## config.mk

```make
export PLATFORM = sky130hd
export DESIGN_NAME = crypt_round_sequencer
export DESIGN_NICKNAME = d
export VERILOG_FILES = /design/src/rtl/crypt_seq_pkg.sv /design/src/rtl/crypt_key_idx_counter.sv /design/src/rtl/crypt_round_sequencer.sv
export SDC_FILE = /design/constraint.sdc
export NUM_CORES = 1
export LEC_CHECK = 0
export ABC_AREA = 1
export BUFFER_PORTS_ARGS = -buffer_cell sky130_fd_sc_hd__buf_2
export CAP_MARGIN = 15
export CORE_UTILIZATION = 39
export CTS_BUF_LIST = sky130_fd_sc_hd__clkbuf_4 sky130_fd_sc_hd__clkbuf_8
export CTS_CLUSTER_DIAMETER = 40
export DETAILED_ROUTE_END_ITERATION = 7
export GPL_ROUTABILITY_DRIVEN = 0
export GPL_TIMING_DRIVEN = 0
export PLACE_DENSITY_LB_ADDON = 0.12
export SLEW_MARGIN = 5
export SYNTH_ARGS = -nofsm -noshare
export SYNTH_HDL_FRONTEND = slang
export SYNTH_HIERARCHICAL = 1
export SYNTH_SLANG_ARGS = --single-unit
```

## constraint.sdc

```tcl
create_clock -name CLK -period 3.5 [get_ports CLK]
set_clock_uncertainty 0.15 [all_clocks]
set_input_delay 0.35 -clock CLK [delete_from_list [all_inputs] [get_ports CLK]]
set_output_delay 0.35 -clock CLK [all_outputs]
set_load 0.02 [all_outputs]
```

## src/rtl/crypt_seq_pkg.sv

```systemverilog
// Shared types and constants for the round sequencer and its key-index counter.
package crypt_seq_pkg;

  typedef enum logic [1:0] {
    S_IDLE  = 2'd0,
    S_ISSUE = 2'd1,
    S_WAIT  = 2'd2,
    S_DONE  = 2'd3
  } seq_state_t;

  localparam logic MODE_ENC = 1'b0;
  localparam logic MODE_DEC = 1'b1;

  // A single round still needs a 1-bit select.
  function automatic int key_idx_w(input int n);
    return (n > 1) ? $clog2(n) : 1;
  endfunction

endpackage

```

## src/rtl/crypt_key_idx_counter.sv

```systemverilog
// Round counter: loads at block accept, steps once per completed round, and
// maps the round number to a key index in ascending or descending order.
module crypt_key_idx_counter
  import crypt_seq_pkg::*;
#(
  parameter int NUM_ROUNDS = 3,
  parameter int KW         = key_idx_w(NUM_ROUNDS)
) (
  input  logic          clk,
  input  logic          rst,
  input  logic          en,
  input  logic          load,
  input  logic          mode,
  input  logic          step,
  output logic [KW-1:0] key_idx,
  output logic          last,
  output logic          bad
);

  localparam logic [KW-1:0] LAST_RND = KW'(NUM_ROUNDS - 1);

  logic [KW-1:0] rnd;
  logic          dir;

  always_ff @(posedge clk or posedge rst) begin
    if (rst) begin
      rnd <= '0;
      dir <= MODE_ENC;
    end else if (en) begin
      if (load) begin
        rnd <= '0;
        dir <= mode;
      end else if (step) begin
        rnd <= rnd + 1'b1;
      end
    end
  end

  assign key_idx = (dir == MODE_DEC) ? (LAST_RND - rnd) : rnd;
  assign last    = (rnd == LAST_RND);
  // Encodings past the last round cannot be reached; flag them so the FSM can bail out.
  assign bad     = (rnd > LAST_RND);

endmodule

```

## src/rtl/crypt_round_sequencer.sv

```systemverilog
// Round controller: accepts one block, runs it through NUM_ROUNDS datapath
// passes (issue, wait LUT_LAT, capture) and returns the result.
module crypt_round_sequencer
  import crypt_seq_pkg::*;
#(
  parameter int DATA_W     = 32,
  parameter int NUM_ROUNDS = 3,
  parameter int LUT_LAT    = 1,
  localparam int KW        = key_idx_w(NUM_ROUNDS),
  localparam int WW        = (LUT_LAT > 1) ? $clog2(LUT_LAT) : 1
) (
  input  logic              CLK,
  input  logic              RST,
  input  logic              GLOBAL_EN,
  input  logic              IN_VALID,
  output logic              IN_READY,
  input  logic [DATA_W-1:0] IN_DATA,
  input  logic              MODE,
  output logic              LUT_EN,
  output logic [DATA_W-1:0] LUT_DIN,
  output logic [KW-1:0]     KEY_IDX,
  input  logic [DATA_W-1:0] LUT_DOUT,
  output logic              OUT_VALID,
  input  logic              OUT_READY,
  output logic [DATA_W-1:0] OUT_DATA,
  output logic              BUSY
);

  localparam logic [WW-1:0] WAIT_LAST = WW'(LUT_LAT - 1);

  seq_state_t        fsm;
  logic [DATA_W-1:0] state_reg;
  logic [DATA_W-1:0] out_data_q;
  logic [WW-1:0]     wcnt;
  logic              lut_en_q;
  logic              out_valid_q;

  logic cnt_load, cnt_step, cnt_last, cnt_bad, wait_end;

  always_comb begin
    wait_end = (fsm == S_WAIT) && (wcnt == WAIT_LAST);
    cnt_load = (fsm == S_IDLE) && IN_VALID;
    cnt_step = wait_end && !cnt_last;
  end

  crypt_key_idx_counter #(
    .NUM_ROUNDS (NUM_ROUNDS),
    .KW         (KW)
  ) u_key_cnt (
    .clk     (CLK),
    .rst     (RST),
    .en      (GLOBAL_EN),
    .load    (cnt_load),
    .mode    (MODE),
    .step    (cnt_step),
    .key_idx (KEY_IDX),
    .last    (cnt_last),
    .bad     (cnt_bad)
  );

  always_ff @(posedge CLK or posedge RST) begin
    if (RST) begin
      fsm         <= S_IDLE;
      state_reg   <= '0;
      out_data_q  <= '0;
      wcnt        <= '0;
      lut_en_q    <= 1'b0;
      out_valid_q <= 1'b0;
    end else if (GLOBAL_EN) begin
      case (fsm)
        S_IDLE: begin
          if (IN_VALID) begin
            state_reg <= IN_DATA;
            lut_en_q  <= 1'b1;
            fsm       <= S_ISSUE;
          end
        end
        S_ISSUE: begin
          lut_en_q <= 1'b0;
          wcnt     <= '0;
          fsm      <= S_WAIT;
        end
        S_WAIT: begin
          if (wcnt == WAIT_LAST) begin
            state_reg <= LUT_DOUT;
            wcnt      <= '0;
            if (cnt_bad) begin
              fsm <= S_IDLE;
            end else if (cnt_last) begin
              out_data_q  <= LUT_DOUT;
              out_valid_q <= 1'b1;
              fsm         <= S_DONE;
            end else begin
              lut_en_q <= 1'b1;
              fsm      <= S_ISSUE;
            end
          end else begin
            wcnt <= wcnt + 1'b1;
          end
        end
        S_DONE: begin
          if (OUT_READY) begin
            out_valid_q <= 1'b0;
            fsm         <= S_IDLE;
          end
        end
        default: fsm <= S_IDLE;
      endcase
    end
  end

  // LUT_DIN holds the ISSUE value through WAIT because state_reg only moves at capture.
  assign IN_READY  = (fsm == S_IDLE) && GLOBAL_EN && !RST;
  assign LUT_EN    = lut_en_q && GLOBAL_EN;
  assign LUT_DIN   = state_reg;
  assign OUT_VALID = out_valid_q;
  assign OUT_DATA  = out_data_q;
  assign BUSY      = (fsm != S_IDLE);

endmodule

```

==> key figures, run 1 <==
STA
  • Min Clock Period, post-route: ~1900 ps
  • Worst-Margin Slew: a little under 400 ps
  • Fin. Hold Viols: 0
  • Final worst-path cycle share: between 50 and 60%
  • Max Fclk: between 500 and 600 MHz
  • Slew HR: between 70% and 80%
  • RSZ-0062 raised after global routing: no
  • Final Setup Violations: 0
  • Final worst slack: between 1500 and 2000 ps
  • Max-slew violation count: 0
  • Setup TNS: 0 ps

GRT
  • First-pass GRT wire length: 13970 um
  • Pin count of the biggest net entering global routing: 41
  • M2 GR Usage: about 32%
  • Vias in the first global route: a little under 3000
  • Met1 Track Usage GR: 27.40%
  • Initial antenna violation count: 0
  • Total track usage: between 20% and 30%
  • Total gr overflow: 0
  • Most Used Layer, Global Route: met2
  • Met3 usage: 4.026%

Yosys
  • Proportion of synthesized area in mux cells: 0%
  • Synth top area share: a little over half
  • Mapped Cells: 455
  • Flops & latches, synth: 71
  • Seq/Total Area, Yosys: around 53%
  • Yosys cell types: 19
  • Mean Syn Cell Area: 7.397 um2
  • Area share of fa/ha/maj cells after synthesis: 0.7435%
  • Synth Warn #: 6
  • Mapped Area: 3366 um2
  • Synth Area in Compound Gates: approximately 1.1%
  • Post-Syn Nets: 527
  • Synth Area in XOR/XNOR: 0%
  • Largest cells by area after synthesis: dfrtp_1 (53%), nand2_1 (36%), buf_4 (1.8%)
  • Largest family of logic cells by synthesized area: simple AND/OR/NAND/NOR gates
  • Simple-gate share of the synthesized area: about two fifths
  • Synth area leader: dfrtp_1

Floorplanning
  • Placement row count: 33
  • Die height: roughly 95 um
  • Initial Util: 40.55%
  • I/O pin total: 140
  • Area of the core: slightly above 8000 um2
  • Die Area: between 9000 and 10000 um2
  • Die W: 94.90 um

Clocking
  • Worst skew pair latency: approximately 330 ps
  • H-tree levels: 3
  • Post-cts resize count: 0
  • CTS tree: built
  • Clock slew seen by the registers of the worst setup and hold paths: around 70 ps
  • Clk sinks: just over 70
  • Postcts setup bufs: 0
  • Max clock buf depth: 2
  • Root Buffer: clkbuf_8
  • Total CTS buffers: 9

Pwr
  • VDD IR-drop max: 0.2861 mV
  • LEAKAGE: around 2.8 nW
  • Power per cell area: between 800 and 900 nW/um2

Worst setup path
  • CP endpoint kind: output pin
  • Crit Path Category: reg -> out
  • Crit path DAT: 1400 ps
  • Worst Path Required: around 3000 ps
  • Critical Path Source Type: flop
  • Crit Path Max Fanout: 5

Detailed routing
  • Average wire per standard cell: 12.20 um
  • Remaining DRCs: 0
  • Vias: 3233
  • Routed Antenna Nets: 0
  • Vias/cell: about 4.5
  • Detailed Routing Iterations Pass 1: 4
  • Routed WL: 8733 um
  • DRT iter0 DRCs: between 100 and 150

Flow run
  • MaxCap Viol Count: 0

Final layout
  • Fraction of layout cells with a size suffix above 1: a little under a third
  • N_diodes: 0
  • Area Overhead vs Synth: 30.52%
  • Final #Nets: between 600 and 700
  • Layout filler cell count: about 870

Placed design
  • Detailed placer's ending HPWL: between 6000 and 7000 um
  • Place WS: around 1800 ps
  • # port buffers: 139

Status
  • Status: finished clean

Hold path
  • Hold crit path type: in -> reg
-- routing by layer --
| layer | part of all wire (%) | up-vias |
|---|---|---|
| li1 | - | 1661 |
| met1 | 46 | 1469 |
| met2 | 47 | 94 |
| met3 | 5.7 | 9 |
| met4 | 1.3 | 0 |
| met5 | 0 | - |
-- worst max-delay path, cell delays in order (launching register included) --
cell and delay (ps):
dfrtp_1 410, inv_1 60, ha_1 310, nand2_1 70, o21ai_0 60, buf_2 160
-- Yosys cell counts, drive strengths merged --
cell,instances
inv,15
o21ai,3
dfrtp,71
o211ai,1
buf,21
ha,2
nor2,14
a21oi,2
nand3,4
nand2,321
nor3,1
-- power by group --
| group | internal (mW) | switching, mW | total [mW] | leakage (nW) |
|---|---|---|---|---|
| Combinational | 0.551 | 1.09 | 1.64 | 1.77 |
| Sequential | 1.14 | 0.168 | 1.30 | 0.923 |
| Clock | 0.277 | 0.294 | 0.571 | 0.0884 |
-- final cells by class --
| type | instances | area (um2) | share of cell area, % |
|---|---|---|---|
| Sequential cell | 71 | 1777 | 40.44 |
| Multi-Input combinational cell | 348 | 1383 | 31.47 |
| Timing Repair Buffer | 141 | 725.7 | 16.52 |
| Buffer | 21 | 150.1 | 3.418 |
| Clock buffer | 11 | 145.1 | 3.304 |
| Tap cell | 105 | 131.4 | 2.991 |
| Inverter | 15 | 58.81 | 1.339 |
| Clock inverter | 4 | 22.52 | 0.5127 |
-- timing repair --
| item | CTS | global route |
|---|---|---|
| setup endpoints to repair | 0 | 0 |
| endpoints found under the hold margin | 31 | 0 |
| hold buffers | 1 | 0 |
-- stage by stage --
step	util, %	area, um2	std cells	total power [mW]	hold slack, ps
floorplan	-	3366	455	2.411	-46.36
global placement	50.52	4193	699	2.941	96.97
detailed placement	50.79	4215	700	2.980	128.4
CTS	52.93	4393	716	3.562	64.68
global route	52.93	4393	716	3.804	69.15
finish	52.93	4393	716	3.516	81.39
-- flip-flops by register name, indices dropped and copies added (netlist names) --
register and count:
LUT_DIN 32, fsm 2, OUT_DATA 32, u_key_cnt/rnd 2, u_key_cnt/dir 1, OUT_VALID 1, lut_en_q 1
-- final timing paths --
check                      cells after the start  slack, ps        startpoint               end
setup / recovery                               5       1600  u_key_cnt/rnd[0]        KEY_IDX[1]
hold / removal                                 3         80      LUT_DOUT[20]      OUT_DATA[20]
setup reg to reg                               8       1820  u_key_cnt/rnd[0]      OUT_DATA[27]
hold reg to reg                                2        320      OUT_DATA[22]      OUT_DATA[22]
max in group asynchronous                      4       2240               RST      OUT_DATA[23]
min in group asynchronous                      3        320               RST  u_key_cnt/rnd[0]
-- cells in the final DEF (no fill, tap or decap), types with 2 or more instances in the layout --
cell type and n:
nand2_1 319, buf_2 148, dfrtp_1 71, inv_1 12, nor2_1 10, clkbuf_8 10
buf_4 8, buf_6 4, nand3_1 4, o21ai_0 3, clkinv_2 3, inv_2 2
nand2_2 2, nor2_4 2, ha_1 2
-- kinds of logic (layout without fill, tap and decap cells) --
family                     count (synthesis)  count (layout)
AOI/OAI and AO/OA                          6               6
adders and majority gates                  2               2
buffers and inverters                     36             192
DFF                                       71              71
and+or+nand+nor                          340             340
Note: power is estimated with default switching activity, not from simulation.
==> inputs of run 2 (changes only) <==
Clock period 3.5 ns to 1.7 ns, I/O delays scaled along.
==> run 2 against run 1 <==
Compared with the run above: cell count up 9.5%; critical path depth unchanged; clock power rose to 2.7 times the previous value; via count up 8.8%; core utilization up 9.5 points; sequential share of layout area down 6.1 points; count of clock-buffer cells in the layout up 2; wire length up 11%; global-route usage up 1.8 points; hold slack worse by 57 ps; largest cell class unchanged.
==> key figures, run 2 (synthesized netlist as in run 1, its figures left out) <==
STA
  • Final Setup Violations: 0 (unchanged)
  • Slew HR: 64.05% (-9.8 points)
  • Final worst-path cycle share: 96.49%
  • Worst-Margin Slew: 538.1 ps (+146.0 ps)
  • Fin. Hold Viols: 0 (unchanged)
  • RSZ-0062 raised after global routing: yes
  • Max-slew violation count: 0 (unchanged)
  • Max Fclk: about 600 MHz
  • Final hold slack: 24.61 ps (-56.78 ps)
  • Min Clock Period, post-route: 1640 ps

Final layout
  • Finished Layout Cells: 784 (+9.5%)
  • Area Overhead vs Synth: 53.87%
  • N_diodes: 0 (unchanged)
  • Most frequent cells in the layout: nand2_1 (316), buf_2 (145), dfrtp_1 (71), dlygate4sd3_1 (63), buf_4 (15)
  • Most common cell after layout, fill and taps aside: nand2_1
  • Layout filler cell count: 758 (-12%)
  • Final #Nets: 746 (+9.9%)
  • Fraction of layout cells with a size suffix above 1: 29.46% (-0.99 points)

Placed design
  • # port buffers: 139 (unchanged)
  • DP Cell Count: 701 (+0.14%)
  • Detailed placer's ending HPWL: 6462 um (+1.1%)

Worst setup path
  • R2r endpoint: OUT_DATA[15]
  • CP Cell Sequence: inv_2 -> ha_4 -> nand2_2 -> o21ai_1 -> buf_4
  • Worst Setup SP: u_key_cnt/rnd[0]
  • Setup crit end: KEY_IDX[1]
  • R2R Path Start: u_key_cnt/rnd[1]
  • Worst r2r path cells: 8 (unchanged)
  • Worst Path Required: 1380 ps (-1620 ps)
  • Critical Path Source Type: flop
  • Crit path DAT: 1320 ps (-80 ps)
  • Max incr delay on CP: 410 ps (about the same)
  • R2r setup slk: 130 ps (-1690 ps)
  • CP max-delay cell: dfrtp_1
  • CP endpoint kind: output pin
  • Crit Path Max Fanout: 4 (-1)
  • Crit Path Category: reg -> out

Pwr
  • Power per cell area: 1518 nW/um2 (+90%)
  • VDD IR-drop max: 0.6518 mV (+130%)
  • LEAKAGE: 3.098 nW (+12%)

Detailed routing
  • Vias/cell: 4.485 (-0.68%)
  • Average wire per standard cell: 12.33 um (+1.1%)
  • Routed Antenna Nets: 0 (unchanged)
  • DRT iter0 DRCs: 101 (-27%)
  • Detailed Routing Iterations Pass 1: 6 (+2)
  • Routed length on met3: 468 um (-6.6%)
  • Routed WL: 9663 um (+11%)
  • Vias: 3516 (+8.8%)
  • Remaining DRCs: 0 (unchanged)
  • DR top layer: met4
  • Met1 WL: 4483 um (+11%)
  • Met2 WL: 4575 um (+12%)

GRT
  • Vias in the first global route: 3291 (+12%)
  • First-pass GRT wire length: 15170 um (+8.5%)
  • Total gr overflow: 0 (unchanged)
  • Initial antenna violation count: 0 (unchanged)
  • Pin count of the biggest net entering global routing: 27 (-34%)
  • Total track usage: 22.08% (+1.8 points)

Floorplanning
  • I/O pin total: 140 (unchanged)
  • Initial Util: 40.55% (unchanged)
  • Die Area: 9006 um2 (unchanged)
  • Placement row count: 33 (unchanged)
  • Die height: 94.90 um (unchanged)
  • Die W: 94.90 um (unchanged)
  • Area of the core: 8299 um2 (unchanged)

Hold path
  • Hold crit path type: in -> reg

Clocking
  • H-tree levels: 3 (unchanged)
  • Clock slew seen by the registers of the worst setup and hold paths: 70 ps (about the same)
  • Max clock buf depth: 2 (unchanged)
  • Root Buffer: clkbuf_8
  • Clk sinks: 71 (unchanged)
  • Total CTS buffers: 9 (unchanged)
  • Worst skew pair latency: 330 ps (about the same)
  • CTS tree: built

Flow run
  • MaxCap Viol Count: 0 (unchanged)

Status
  • Status: finished clean
[run 2: cell types whose count changed in the layout (fill, tap and decap cells not counted), moves of 3 or more]
cell	delta
dlygate4sd3_1	+62
buf_4	+7
buf_2	-3
nand2_1	-3
nand2_2	+3
[run 2: layout make-up]
class	instances	area [um2]	share of cell area, %
clock inverter	3	65.06	1.256
clock buffer	13	166.4	3.213
timing repair buffer	208	1409	27.20
inverter	15	62.56	1.208
multi-input combinational	348	1415	27.33
sequential	71	1777	34.31
tap	105	131.4	2.537
buffer	21	152.6	2.948
[run 2: per-stage QoR]
stage	worst slack, ps	util, %	area (um2)	total power [mW]	TNS, ps
after floorplan	116.6	-	3369	4.965	0
after global placement	34.07	50.57	4197	6.053	0
after detailed placement	22.04	51.14	4244	6.118	0
after CTS	-2.425	61.68	5119	7.832	-2.425
after global routing	-16.51	62.40	5179	8.454	-29.63
final	59.59	62.40	5179	7.861	0
[run 2: critical path, delay by kind of cell, from the launching register on]
kind	cells	cell delay, ps
flops	1	410
buf+inv	2	210
compound gates	1	70
simple gates	1	40
fa+ha+maj	1	260
[run 2: what timing repair did]
| action | CTS | global route |
|---|---|---|
| endpoints found under the setup margin | 2 | 33 |
| pin swaps | 2 | 3 |
| hold buffers | 63 | 0 |
| hold endpoints to repair | 85 | 0 |
| buffers inserted | 1 | 3 |
| gates resized for setup | 1 | 15 |
[run 2: worst min-delay path by stage]
stage,start,to,slack [ps],depth (start not counted)
after floorplan,RST,u_key_cnt/dir,-230,1
after global placement,RST,u_key_cnt/dir,-70,2
after detailed placement,RST,u_key_cnt/dir,-70,2
after CTS,IN_DATA[5],LUT_DIN[5],4,5
after global routing,IN_DATA[5],LUT_DIN[5],30,5
final,IN_DATA[5],LUT_DIN[5],20,5
[run 2: power by group]
group          internal, mW  leakage, nW  switching, mW
logic                  1.31         2.05           2.32
clock network         0.939        0.120          0.607
registers              2.34        0.923          0.346
[run 2: routing by layer]
metal	track usage [%]	vias to the layer above
met3	4.348	13
li1	-	1798
met1	28.81	1606
met5	0	-
met4	8.838	0
met2	35.91	99
==> inputs of run 3 (changes only) <==
Settings changed: ABC_AREA 1 to unset, GPL_ROUTABILITY_DRIVEN 0 to unset.
==> run 3 against run 2 <==
Compared with the run above: the run now ends with setup timing left; area after synthesis rose by 0.19%; die area increased by 0.18%; core utilization rose by 0.66 points; wire length decreased by 7.0%; register-to-register slack worse by 190 ps; clock power decreased by 20%; largest power group unchanged; highest routed layer unchanged.
==> key figures, run 3 <==
Status
  • Status: finished with violations
  • Failing checks: setup timing

Yosys
  • Number of synthesized flops with an enable pin: 0 (unchanged)
  • Seq/Total Area, Yosys: 52.69% (-0.098 points)
  • Ys flop type: dfrtp_1
  • Post-Syn Nets: 332 (-37%)
  • Synth top area share: 52.69% (-0.098 points)
  • Mapped Area: 3372 um2 (+0.19%)
  • Largest cells by area after synthesis: dfrtp_1 (53%), mux2_4 (14%), mux2i_1 (9.2%)
  • Yosys cell types: 32 (+13)
  • Most frequent cell after synthesis: dfrtp_1
  • Mapped Cells: 260 (-43%)
  • Mean Syn Cell Area: 12.97 um2 (+75%)
  • Synth area leader: dfrtp_1
  • Flops & latches, synth: 71 (unchanged)
  • Post-synthesis async set-or-reset flop share: 100.0% (unchanged)
  • Synth Warn #: 6 (unchanged)
  • Commonest cells post-synth: dfrtp_1 (71), a21oi_1 (57), mux2_4 (31), mux2i_1 (31), a21oi_2 (9)

Final layout
  • Final instance area: 5234 um2 (+1.1%)
  • FF/Latch Area: 1778 um2 (about the same)
  • Most frequent cells in the layout: buf_2 (139), dfrtp_1 (70), dlygate4sd3_1 (62), a21oi_1 (57), mux2_4 (33)
  • Most common cell after layout, fill and taps aside: buf_2
  • Final #Nets: 556 (-25%)
  • Area Overhead vs Synth: 55.21%
  • Fraction of layout cells with a size suffix above 1: 49.49% (+20 points)
  • Layout filler cell count: 703 (-7.3%)
  • Multi-input gate area: 1476 um2 (+4.3%)
  • N_diodes: 0 (unchanged)

Pwr
  • Power per cell area: 1774 nW/um2 (+17%)
  • VDD IR-drop max: 0.8199 mV (+26%)
  • LEAKAGE: 2.563 nW (-17%)

Worst setup path
  • Worst r2r path cells: 5 (-3)
  • R2r setup slk: -60 ps (-190 ps)
  • CP max-delay cell: dfrtp_1
  • Crit path DAT: 1830 ps (+510 ps)
  • Crit Path Category: reg -> reg
  • Worst Path Required: 1770 ps (+390 ps)
  • CP Cell Sequence: ha_2 -> nor2b_4 -> nand3_4 -> clkbuf_16 -> mux2_4
  • Crit Path Max Fanout: 5 (+1)
  • Worst Setup SP: u_key_cnt/rnd[1]
  • Critical Path Source Type: flop
  • Max incr delay on CP: 430 ps (+20 ps)
  • CP endpoint kind: flop
  • R2r endpoint: OUT_DATA[25]
  • R2R Path Start: u_key_cnt/rnd[1]
  • Setup crit end: OUT_DATA[25]

GRT
  • Total track usage: 20.85% (-1.2 points)
  • First-pass GRT wire length: 14120 um (-6.9%)
  • Vias in the first global route: 2913 (-11%)
  • Pin count of the biggest net entering global routing: 36 (+33%)
  • Total gr overflow: 0 (unchanged)
  • Initial antenna violation count: 0 (unchanged)

Detailed routing
  • Detailed Routing Iterations Pass 1: 4 (-2)
  • Vias/cell: 4.771 (+6.4%)
  • Average wire per standard cell: 15.13 um (+23%)
  • Vias: 2834 (-19%)
  • Routed WL: 8986 um (-7.0%)
  • Routed Antenna Nets: 0 (unchanged)
  • DRT iter0 DRCs: 36 (-64%)
  • Remaining DRCs: 0 (unchanged)

Clocking
  • CTS tree: built
  • Clock slew seen by the registers of the worst setup and hold paths: 70 ps (about the same)
  • Root Buffer: clkbuf_8
  • H-tree levels: 3 (unchanged)
  • Worst skew pair latency: 330 ps (about the same)
  • Clk sinks: 71 (unchanged)
  • Max clock buf depth: 2 (unchanged)
  • Total CTS buffers: 9 (unchanged)

Placed design
  • Placed cell area: 4230 um2 (-0.32%)
  • # port buffers: 139 (unchanged)
  • Detailed placer's ending HPWL: 5860 um (-9.3%)
  • Placer Congestion: between 0.7 and 0.8

STA
  • Final worst slack: -62.73 ps (-122.3 ps)
  • Min Clock Period, post-route: 1763 ps (+122.3 ps)
  • Max-slew violation count: 0 (unchanged)
  • Final Setup Violations: 34 (+34)
  • Fin. Hold Viols: 0 (unchanged)
  • Slew HR: 46.89% (-17 points)
  • Final hold slack: 10.26 ps (-14.35 ps)
  • Max Fclk: 567.3 MHz (-6.9%)
  • Worst-Margin Slew: 794.9 ps (+256.8 ps)
  • Final worst-path cycle share: 103.7% (+7.2 points)
  • RSZ-0062 raised after global routing: yes

Floorplanning
  • Die W: 94.99 um (about the same)
  • Initial Util: 40.63% (+0.075 points)
  • Area of the core: 8299 um2 (unchanged)
  • I/O pin total: 140 (unchanged)
  • Placement row count: 33 (unchanged)
  • Die height: 94.99 um (about the same)
  • Die Area: 9022 um2 (+0.18%)

Hold path
  • Hold crit path type: in -> reg

Flow run
  • MaxCap Viol Count: 0 (unchanged)
-- run 3: kinds of logic (layout without fill, tap and decap cells) --
kind of cell             Yosys count  after routing  share of synthesized area [%]
AO/OA/AOI/OAI                     77             77                          12.88
flip-flops                        71             71                          52.69
multiplexers                      68             68                          25.01
buffers and inverters             25            254                          5.120
AND/OR/NAND/NOR                   17             17                          3.562
adder cells (fa/ha/maj)            2              2                         0.7420
-- run 3: per-stage QoR --
stage / power, mW / instances / setup slack [ps] / utilization [%] / setup TNS [ps]
final: 9.283 / 594 / -62.73 / 63.06 / -1686
after global routing: 9.901 / 594 / -147.4 / 63.06 / -4549
after CTS: 9.227 / 589 / -59.10 / 62.08 / -1531
after detailed placement: 7.568 / 505 / -177.0 / 50.97 / -4874
after global placement: 7.481 / 504 / -159.9 / 50.73 / -4122
after floorplan: 6.147 / 260 / 19.47 / - / 0
-- run 3: power by group --
group / internal [mW] / switching, mW
clock: 0.638 / 0.603
sequential: 2.52 / 0.475
combinational: 2.38 / 2.67
total: 5.53 / 3.75
-- run 3: area by class of cell --
| cell class | instances | area share [%] |
|---|---|---|
| flip-flops and latches | 71 | 33.97 |
| multi-input cells | 164 | 28.21 |
| repair buffers | 213 | 27.68 |
| plain buffers | 19 | 3.610 |
| clock buffers | 13 | 3.180 |
| well taps | 105 | 2.510 |
| inverters | 6 | 0.5020 |
| clock inverters | 3 | 0.3347 |
-- run 3: how the worst min path moves through the flow --
| stage | startpoint | end | slack, ps | cells past startpoint |
|---|---|---|---|---|
| final | IN_DATA[0] | LUT_DIN[0] | 10 | 3 |
| after global routing | IN_DATA[19] | LUT_DIN[19] | 30 | 3 |
| after CTS | IN_DATA[0] | LUT_DIN[0] | 4 | 3 |
| after detailed placement | RST | u_key_cnt/rnd[0] | -60 | 2 |
| after global placement | RST | u_key_cnt/rnd[0] | -70 | 2 |
| after floorplan | RST | u_key_cnt/dir | -230 | 1 |
-- run 3: worst max-delay path, delay by kind of cell (launching register included) --
kind                       cells  cell delay (ps)
adders and majority gates      1              230
buffers and inverters          1              220
DFF                            1              430
muxes                          1              290
and+or+nand+nor                2              330
-- run 3: what timing repair did --
action,CTS,global route
pin swaps,2,0
gates resized for setup,19,9
endpoints found under the setup margin,34,40
cloned,0,1
hold buffers,62,0
setup buffers,6,4
endpoints found under the hold margin,98,0
-- run 3: layer usage --
layer	global-route usage (%)	routed length [um]	vias up
li1	-	-	1374
met1	24.95	3810	1360
met2	35.19	4503	90
met3	7.005	559	10
met4	6.692	113	0
met5	0	0	-
